`src/rtl/msu_io_arbiter_pkg.sv`:
```
// Shared MSU definitions: arbiter state encoding, channel identifiers,
// field widths and the grant-selection helper used by msu_io_arbiter.
package msu_io_arbiter_pkg;

  typedef enum logic [1:0] {
    ST_IDLE       = 2'd0,
    ST_ISSUE      = 2'd1,
    ST_WAIT_START = 2'd2,
    ST_XFER       = 2'd3
  } msu_state_t;

  localparam logic CH_AUDIO = 1'b0;
  localparam logic CH_DATA  = 1'b1;

  localparam int SECTOR_W = 22;
  localparam int RETRY_W  = 2;
  localparam int TMO_W    = 24;

  // Urgent audio wins outright; otherwise a tie goes to the channel that
  // was not granted last. Returns the winning channel id.
  function automatic logic pick_winner(input logic aud_valid,
                                       input logic dat_valid,
                                       input logic aud_urgent,
                                       input logic last_grant);
    logic win;
    if (aud_valid && aud_urgent) begin
      win = CH_AUDIO;
    end else if (aud_valid && dat_valid) begin
      win = (last_grant == CH_DATA) ? CH_AUDIO : CH_DATA;
    end else if (dat_valid) begin
      win = CH_DATA;
    end else begin
      win = CH_AUDIO;
    end
    return win;
  endfunction

endpackage

```
`src/rtl/msu_req_latch.sv`:
```
// Pending-request holder for one MSU client channel.
// Ports:
//   clk, reset    clock and synchronous active-high reset
//   req, seek     request pulses from the client
//   sector        sector accompanying req/seek
//   consume       arbiter grants this entry this cycle
//   abort         client cancels any pending work
//   valid         an entry is pending
//   pend_seek     pending entry is a seek
//   pend_sector   pending sector
module msu_req_latch
  import msu_io_arbiter_pkg::*;
(
  input  logic                clk,
  input  logic                reset,
  input  logic                req,
  input  logic                seek,
  input  logic [SECTOR_W-1:0] sector,
  input  logic                consume,
  input  logic                abort,
  output logic                valid,
  output logic                pend_seek,
  output logic [SECTOR_W-1:0] pend_sector
);

  // The old entry only contributes its seek flag if it is not being
  // granted away in this same cycle; otherwise the new pulse starts fresh.
  logic keep_s;
  assign keep_s = valid & ~consume;

  // Pending entry register: abort clears, a new pulse overwrites, a grant consumes.
  always_ff @(posedge clk) begin
    if (reset) begin
      valid       <= 1'b0;
      pend_seek   <= 1'b0;
      pend_sector <= {SECTOR_W{1'b0}};
    end else if (abort) begin
      valid     <= 1'b0;
      pend_seek <= 1'b0;
    end else if (req || seek) begin
      valid       <= 1'b1;
      pend_seek   <= seek | (keep_s & pend_seek);
      pend_sector <= sector;
    end else if (consume) begin
      valid     <= 1'b0;
      pend_seek <= 1'b0;
    end
  end

endmodule

```
`src/rtl/msu_io_arbiter.sv`:
```
// Arbitrates the MSU audio and data clients onto the single HPS sector
// fetch interface, with start timeout, bounded retries and audio abort.
// Ports:
//   clk, reset                       clock, synchronous active-high reset
//   aud_req/seek/sector/urgent/abort audio client requests and control
//   aud_ack, aud_wr                  audio transfer window and data strobe
//   dat_req/seek/sector              data client requests
//   dat_ack, dat_wr                  data transfer window and data strobe
//   io_data                          HPS word, wired straight to clients
//   hps_req/seek/chan/sector         request to HPS
//   hps_busy, hps_wr                 HPS streaming window and word strobe
//   io_error                         sticky: retries exhausted
module msu_io_arbiter
  import msu_io_arbiter_pkg::*;
#(
  parameter int TIMEOUT_CYC = 1000000,
  parameter int MAX_RETRY   = 3
) (
  input  logic                clk,
  input  logic                reset,
  input  logic                aud_req,
  input  logic                aud_seek,
  input  logic [SECTOR_W-1:0] aud_sector,
  input  logic                aud_urgent,
  input  logic                aud_abort,
  output logic                aud_ack,
  output logic                aud_wr,
  input  logic                dat_req,
  input  logic                dat_seek,
  input  logic [SECTOR_W-1:0] dat_sector,
  output logic                dat_ack,
  output logic                dat_wr,
  input  logic [15:0]         io_data,
  output logic                hps_req,
  output logic                hps_seek,
  output logic                hps_chan,
  output logic [SECTOR_W-1:0] hps_sector,
  input  logic                hps_busy,
  input  logic                hps_wr,
  output logic                io_error
);

  localparam logic [TMO_W-1:0]   TMO_LAST  = TMO_W'(TIMEOUT_CYC - 1);
  localparam logic [TMO_W-1:0]   TMO_ONE   = TMO_W'(1);
  localparam logic [TMO_W-1:0]   TMO_MAX   = {TMO_W{1'b1}};
  localparam logic [RETRY_W-1:0] RETRY_LIM = RETRY_W'(MAX_RETRY);
  localparam logic [RETRY_W-1:0] RETRY_ONE = RETRY_W'(1);

  msu_state_t           state_r;
  logic                 last_grant_r;
  logic [RETRY_W-1:0]   retry_r;
  logic [TMO_W-1:0]     tmo_cnt_r;
  logic                 aud_mute_r;

  logic                 aud_valid_s, dat_valid_s;
  logic                 aud_pseek_s, dat_pseek_s;
  logic [SECTOR_W-1:0]  aud_psector_s, dat_psector_s;
  logic                 aud_avail_s;
  logic                 win_s;
  logic                 grant_s;
  logic                 aud_take_s, dat_take_s;
  logic                 aud_cancel_s;

  // io_data reaches the clients on their own wiring; the arbiter only
  // decides who may strobe it in, so the word itself is not used here.
  logic unused_io;
  assign unused_io = ^io_data;

  msu_req_latch aud_latch (
    .clk         (clk),
    .reset       (reset),
    .req         (aud_req),
    .seek        (aud_seek),
    .sector      (aud_sector),
    .consume     (aud_take_s),
    .abort       (aud_abort),
    .valid       (aud_valid_s),
    .pend_seek   (aud_pseek_s),
    .pend_sector (aud_psector_s)
  );

  msu_req_latch dat_latch (
    .clk         (clk),
    .reset       (reset),
    .req         (dat_req),
    .seek        (dat_seek),
    .sector      (dat_sector),
    .consume     (dat_take_s),
    .abort       (1'b0),
    .valid       (dat_valid_s),
    .pend_seek   (dat_pseek_s),
    .pend_sector (dat_psector_s)
  );

  // An audio entry being aborted this cycle must not win arbitration.
  assign aud_avail_s  = aud_valid_s & ~aud_abort;
  assign win_s        = pick_winner(aud_avail_s, dat_valid_s, aud_urgent, last_grant_r);
  assign grant_s      = (state_r == ST_IDLE) & (aud_avail_s | dat_valid_s);
  assign aud_take_s   = grant_s & (win_s == CH_AUDIO);
  assign dat_take_s   = grant_s & (win_s == CH_DATA);
  assign aud_cancel_s = (hps_chan == CH_AUDIO) & aud_abort;

  // Arbiter FSM with all client/HPS-facing outputs registered.
  always_ff @(posedge clk) begin
    if (reset) begin
      state_r      <= ST_IDLE;
      last_grant_r <= CH_DATA;
      retry_r      <= {RETRY_W{1'b0}};
      tmo_cnt_r    <= {TMO_W{1'b0}};
      aud_mute_r   <= 1'b0;
      hps_req      <= 1'b0;
      hps_seek     <= 1'b0;
      hps_chan     <= CH_AUDIO;
      hps_sector   <= {SECTOR_W{1'b0}};
      aud_ack      <= 1'b0;
      dat_ack      <= 1'b0;
      aud_wr       <= 1'b0;
      dat_wr       <= 1'b0;
      io_error     <= 1'b0;
    end else begin
      hps_req <= 1'b0;
      aud_wr  <= 1'b0;
      dat_wr  <= 1'b0;
      case (state_r)
        ST_IDLE: begin
          if (grant_s) begin
            hps_chan     <= win_s;
            hps_seek     <= (win_s == CH_AUDIO) ? aud_pseek_s : dat_pseek_s;
            hps_sector   <= (win_s == CH_AUDIO) ? aud_psector_s : dat_psector_s;
            last_grant_r <= win_s;
            retry_r      <= {RETRY_W{1'b0}};
            hps_req      <= 1'b1;
            state_r      <= ST_ISSUE;
          end
        end
        ST_ISSUE: begin
          tmo_cnt_r <= {TMO_W{1'b0}};
          state_r   <= aud_cancel_s ? ST_IDLE : ST_WAIT_START;
        end
        ST_WAIT_START: begin
          if (aud_cancel_s) begin
            state_r <= ST_IDLE;
          end else if (hps_busy) begin
            aud_ack    <= (hps_chan == CH_AUDIO);
            dat_ack    <= (hps_chan == CH_DATA);
            aud_mute_r <= 1'b0;
            state_r    <= ST_XFER;
          end else if (tmo_cnt_r == TMO_LAST) begin
            // Re-issue the same fields until the retry budget is spent.
            if (retry_r < RETRY_LIM) begin
              retry_r <= retry_r + RETRY_ONE;
              hps_req <= 1'b1;
              state_r <= ST_ISSUE;
            end else begin
              io_error <= 1'b1;
              state_r  <= ST_IDLE;
            end
          end else if (tmo_cnt_r != TMO_MAX) begin
            tmo_cnt_r <= tmo_cnt_r + TMO_ONE;
          end
        end
        ST_XFER: begin
          if (!hps_busy) begin
            aud_ack    <= 1'b0;
            dat_ack    <= 1'b0;
            aud_mute_r <= 1'b0;
            state_r    <= ST_IDLE;
          end else begin
            // Once audio is aborted its strobes stay muted for the rest of
            // the sector, while ack holds until HPS finishes streaming.
            aud_wr <= hps_wr & (hps_chan == CH_AUDIO) & ~aud_abort & ~aud_mute_r;
            dat_wr <= hps_wr & (hps_chan == CH_DATA);
            if (aud_cancel_s) begin
              aud_mute_r <= 1'b1;
            end
          end
        end
        default: begin
          state_r <= ST_IDLE;
        end
      endcase
    end
  end

endmodule

```
`config.mk`:
```
export PLATFORM = sky130hd
export DESIGN_NAME = msu_io_arbiter
export DESIGN_NICKNAME = d
export VERILOG_FILES = /design/src/rtl/msu_io_arbiter_pkg.sv /design/src/rtl/msu_req_latch.sv /design/src/rtl/msu_io_arbiter.sv
export SDC_FILE = /design/constraint.sdc
export NUM_CORES = 1
export LEC_CHECK = 0
export ABC_AREA = 1
export BUFFER_PORTS_ARGS = -buffer_cell sky130_fd_sc_hd__buf_2
export CAP_MARGIN = 20
export CELL_PAD_IN_SITES_DETAIL_PLACEMENT = 0
export CELL_PAD_IN_SITES_GLOBAL_PLACEMENT = 1
export CORE_MARGIN = 3
export CORE_UTILIZATION = 32
export DETAILED_ROUTE_END_ITERATION = 8
export GPL_ROUTABILITY_DRIVEN = 1
export PLACE_DENSITY_LB_ADDON = 0.1
export SYNTH_ARGS = -nofsm -noshare
export SYNTH_HDL_FRONTEND = slang
export SYNTH_SLANG_ARGS = --single-unit
```
`constraint.sdc`:
```
create_clock -name clk -period 1.8 [get_ports clk]
set_input_delay 0.18 -clock clk [delete_from_list [all_inputs] [get_ports clk]]
set_output_delay 0.18 -clock clk [all_outputs]
set_load 0.05 [all_outputs]
```
==> Word-level counts from Yosys, hierarchy flattened <==
Index checks and enable logic that the tools add are counted.
{ "totals": {"reg_bits": 108, "word_cells": 134, "inputBits": 70} }
{ "classes": {"bitwise": 26, "muxes": 49, "n_eq_ne": 16, "addsub": 2, "magnitude_cmp": 1, "n_reduce_logical": 20} }
{ "ops": {"columns": ["cell", "count"], "rows": [
  ["two-way mux 24 bit", 4],
  ["one-hot mux 24 bit (2 select lines)", 1],
  ["two-way mux 1 bit", 26],
  ["adder 24 x 1 -> 24 bit (second input constant)", 1],
  ["== test 24 x 20 -> 1 bit (second input constant)", 1],
  ["inequality test 24 bit (second input constant)", 1],
  ["two-way mux 2 bit", 11],
  ["two-way mux 22 bit", 1],
  ["inequality test 2 bit (second input constant)", 9],
  ["AND 1 bit", 13],
  ["inverter 1 bit", 10],
  ["AND reduction 5 bit", 2],
  ["nonzero test 2 bit", 5],
  ["one-hot mux 1 bit (2 select lines)", 4],
  ["one-hot mux 2 bit (4 select lines)", 1],
  ["AND reduction 4 bit", 2],
  ["AND reduction 6 bit", 1],
  ["== test 2 bit (second input constant)", 2],
  ["inequality test 4 bit (second input constant)", 1],
  ["one-hot mux 2 bit (2 select lines)", 1],
  ["AND reduction 2 bit", 2],
  ["inequality test 3 bit (second input constant)", 1],
  ["bitwise OR 1 bit", 3],
  ["AND reduction 3 bit", 1],
  ["8 further kinds", 10]
]} }

==> Longest topological paths before layout <==
{ "logic_depth": {"depth_word": 12, "depth_mapped": 12, "ltp_nobuf": 12} }

==> By module <==
A second synthesis with hierarchy kept.
{ "hier_totals": {"cells_unflattened": 868, "area_unflattened_um2": 5615.4} }
{ "by_module_without_submodules": {"columns": ["module", "area_per_inst_um2", "cells_per_inst", "seq_area_each_um2", "n_inst"], "rows": [
  ["msu_io_arbiter", 3423.3, 550, 1201.2, 1],
  ["msu_req_latch", 1096.1, 159, 480.5, 2]
]} }

==> Worst setup path before layout <==
No wires, ideal clock.
{ "synth_path": {"kind": "reg2reg", "start": "reg hps_chan", "end": "reg tmo_cnt_r[16]", "t_required_ns": 1.730, "n_path_buf": 1, "t_arrival_ns": 1.738, "setup_time_ns": 0.070, "synth_period_minus_slack_ns": 1.808, "setup_slack_ns": -0.008, "path_stages_with_launch": 10, "cell_sequence": "dfxtp_1 > nor2_1 > inv_2 > nand2_1 > nor2_2 > nand3_4 > nand2_2 > buf_2 > nand2_1 > a21oi_1"} }
{ "synth_via": {"elab_chain_cells": 4} }
{ "synth_rtl": {"columns": ["element", "line_no", "source"], "rows": [
  ["from (decl)", "msu_io_arbiter.sv:36", "output logic hps_chan,"],
  ["from (signal assigned)", "msu_io_arbiter.sv:127", "hps_chan <= win_s;"],
  ["inverter 1 bit", "msu_io_arbiter.sv:101", "assign aud_cancel_s = (hps_chan == CH_AUDIO) & aud_abort;"],
  ["AND 1 bit", "msu_io_arbiter.sv:101", null],
  ["inequality test 2 bit (no line)", null, null],
  ["AND reduction 5 bit (no line)", null, null],
  ["to (signal assigned)", "msu_io_arbiter.sv:109", "tmo_cnt_r <= {TMO_W{1'b0}};"],
  ["to (signal assigned)", "msu_io_arbiter.sv:137", "tmo_cnt_r <= {TMO_W{1'b0}};"],
  ["to (signal assigned)", "msu_io_arbiter.sv:159", "tmo_cnt_r <= tmo_cnt_r + TMO_ONE;"],
  ["to (decl)", "msu_io_arbiter.sv:52", "logic [TMO_W-1:0] tmo_cnt_r;"]
]} }
No other way between the ends.
A chain may end at the register's enable or synchronous reset.

==> Final worst setup path <==
{ "layout_path": {"start": "reg tmo_cnt_r[0]", "end": "reg tmo_cnt_r[9]"} }
{ "layout_via": {"elab_chain_cells": 6, "elab_cells_between_ends": 11} }
{ "layout_rtl": {"columns": ["element", "line_no", "source"], "rows": [
  ["adder 24 x 1 -> 24 bit", "msu_io_arbiter.sv:159", null],
  ["two-way mux 24 bit", "msu_io_arbiter.sv:158", "end else if (tmo_cnt_r != TMO_MAX) begin"],
  ["two-way mux 24 bit", "msu_io_arbiter.sv:148", "end else if (tmo_cnt_r == TMO_LAST) begin"],
  ["two-way mux 24 bit", "msu_io_arbiter.sv:143", "end else if (hps_busy) begin"],
  ["two-way mux 24 bit", "msu_io_arbiter.sv:141", "if (aud_cancel_s) begin"],
  ["one-hot mux 24 bit (2 select lines)", "msu_io_arbiter.sv:124", "case (state_r)"]
]} }
Parallel ways exist; a longest one is shown, timed or not. The select of a mux whose other input is x is not followed.

==> qor.txt <==
Status: finished, final reports clean
Syn Nets: 802
Share of cells above drive strength 1: 21.92%
Sw frac: 31.68%
Remaining antenna violation count: 0
Cells after Synth: 730
Largest net degree at the start of global routing: 46
Reg area: 0.002167 mm²
Worst vdd ir: 549.7 µV
Slew @ Worst Pin: 0.6334 ns
DR vias: 4909
Clock Sinks: 108
Vias/cell: 4.817
Crit Path Max Fanout: 15
Slew Limit Fails: 0
Rel. slew slack: 57.73%
Synth top area share: 44.17%
Internal power: 4062 µW
Max cap viols: 0
Worst R2R End: tmo_cnt_r[9]
Most common cell in the netlist: nand2_1
# setup viols final: 0
Yosys top cell by area: dfxtp_1
Number of distinct library cells after synthesis: 32
Post-synth EDFFs: 0
Avg WL per Cell: 14.58 µm
Comb power frac: 19.7%
Worst hold stages: 3
Core box area: 0.01475 mm²
Main flop type after synthesis: dfxtp_1
Yosys reg bits: 108
Clock Latency Late Sink: 0.35 ns
Total power: 5945 µW
Final Hold Viols: 0
Syn. warnings: 0
Clk slew on worst S/H paths: 0.08 ns
Register-to-Register Path Depth: 11
Most frequent cells after synthesis: nand2_1, nor2_1, dfxtp_1
Final clock skew: 0.007013 ns
Root buffer cell: clkbuf_16
Die Area: 0.01682 mm²
Filler cell count: 1637
CTS Buf Count: 9
Critical path data required time: 2.01 ns
Post-synth ARST share: 0%
Area of the multi-input gates: 0.002525 mm²
GRT Util Overall: 17.45%
Worst Setup End Kind: flop
Die Span Y: 129.7 µm
Final HPWL DP: 9.914 mm
CP arrival: 1.97 ns
Total grt overflow: 0
Syn_area_per_cell: 6.705 µm²
Ant. Diodes: 0
Layout Utilization: 42.13%
Fin nets: 902
CTS Buffer Depth: 2
Hold slack: 0.04211 ns
Hold WC Path Type: primary input to flop
Area Overhead vs Synth: 26.99%
Wirelength, routed: 14.85 mm
Net Sw Power: 1883 µW
PD cells: 956.4 mW/mm²
Hold_buf cts: 0
Sequential element share of the synthesized area: 44.17%
Worst setup SP type: flop
Pleak: 0.002659 µW
Critical path class: flop to flop
Fmax: 0.5674 GHz
Post-Syn Area: 0.004895 mm²
Die width: 129.7 µm
Starting Density: 33.18%
Vias in the first global route: 4639
Setup TNS: 0 ns
Clk pwr share: 34.9%
H-tree levels: 3
Tmin final: 1.762 ns
Final std cells w/o fill: 1019
CTS tree: done
Reg2reg start: tmo_cnt_r[0]
WHS Endpoint: aud_latch.pend_sector[8]
RSZ-0062 raised after global routing: true
R2R Setup Slk: 0.04 ns
Seq pwr share: 45.3%
Post-placement cell count: 997
Top cells by area, synth: dfxtp_1, nand2_1, nor2_1
FP Rows: 44
Hold Crit Start: aud_sector[8]
Period Utilization, post-route: 97.91%
DRC Markers: 0
Initial antenna violation count: 0
Initial DRC Count: 252
RePlAce Congestion: 0.8132
IO Port Bufs: 83
First-pass GRT wire length: 23.07 mm
Num ports: 100
DR pass1 iterations: 4
-- power groups by stage --
stage                     logic (µW)  clock network [µW]  registers (µW)
after floorplan                  543                   0            2900
after global placement          1080                   0            2740
after detailed placement        1100                   0            2750
after CTS                       1100                2150            2690
after global routing            1300                2240            2720
final                           1170                2080            2690
-- routing by layer --
layer  part of all wire, %  GRT usage, %  vias to the layer above
met1                    47         23.10                     2239
li1                      -             -                     2543
met4                   1.4         4.095                        0
met5                     0             0                        -
met3                   4.8         4.534                       14
met2                    47         28.63                      113
-- registers in the layout (all words and copies together) (netlist names), 2 cells and up --
register / flops
aud_latch.pend_sector: 22
dat_latch.pend_sector: 22
hps_sector: 22
retry_r: 2
state_r: 2
tmo_cnt_r: 24
-- layout make-up --
cell class	count	area share, %
multi-input cells	540	40.62
flip-flops and latches	108	34.86
repair buffers	120	12.72
well taps	184	3.704
clock buffers	9	3.623
inverters	51	3.080
clock inverters	7	1.389
-- kinds of logic after synthesis --
kind of cell,after synthesis,share of synthesized area (%)
AND/OR/NAND/NOR,415,34.82
AO/OA/AOI/OAI,118,12.99
flip-flops,108,44.17
buffers and inverters,82,6.621
XOR/XNOR,5,0.8946
adder cells (fa/ha/maj),2,0.5112
-- cells in the final DEF, fill, tap and decap left out, types with 3 or more instances in the layout --
cell       Yosys  layout
nor2_1       169     166
nand2_1      174     165
dfxtp_1      108     104
buf_2          4      83
o21ai_0       54      54
nand3_1       43      42
inv_1         41      41
buf_4          1      30
a21oi_1       36      29
a31oi_1       19      19
clkbuf_16      0      11
inv_2          9       9
nand2_2        4       7
a21oi_2        0       7
nor2_2         4       6
nand2_4        0       6
nand4_1        6       6
xor2_1         5       5
nor3_1         5       5
buf_12         0       5
o21bai_1       4       4
dfxtp_2        0       4
nand3b_1       3       3
-- through the flow --
stage                     area [µm²]  setup slack, ns
after floorplan                 4896           0.1198
after global placement          5707          0.01497
after detailed placement        5707        -0.004293
after CTS                       6031         0.005168
after global routing            6216         -0.08220
final                           6216          0.03758
-- worst max-delay path, stage by stage, from the launching register on --
cell and delay, ns:
dfxtp_2 0.35, ha_4 0.15, nand2_4 0.06, nor2_4 0.20
nand2_2 0.10, nor2_2 0.10, nand3_2 0.13, nand3_4 0.14
nand2_4 0.09, clkbuf_16 0.19, nand2_1 0.06, a21oi_1 0.05
-- worst max path at each step --
stage / startpoint / end / slack (ns) / cells after the start
after floorplan: tmo_cnt_r[0] / tmo_cnt_r[21] / 0.12 / 11
after global placement: tmo_cnt_r[0] / tmo_cnt_r[16] / 0.01 / 11
after detailed placement: tmo_cnt_r[0] / tmo_cnt_r[18] / -0.004 / 12
after CTS: tmo_cnt_r[0] / tmo_cnt_r[18] / 0.005 / 12
after global routing: tmo_cnt_r[0] / tmo_cnt_r[18] / -0.08 / 12
final: tmo_cnt_r[0] / tmo_cnt_r[9] / 0.04 / 11
-- what timing repair did --
| action | 4_1_cts | 5_1_grt |
|---|---|---|
| endpoints found under the setup margin | 18 | 26 |
| pin swaps | 0 | 6 |
| cloned | 0 | 2 |
| resized for setup | 2 | 30 |
| buffers inserted | 0 | 4 |
Note: power is estimated with default switching activity, not from simulation.
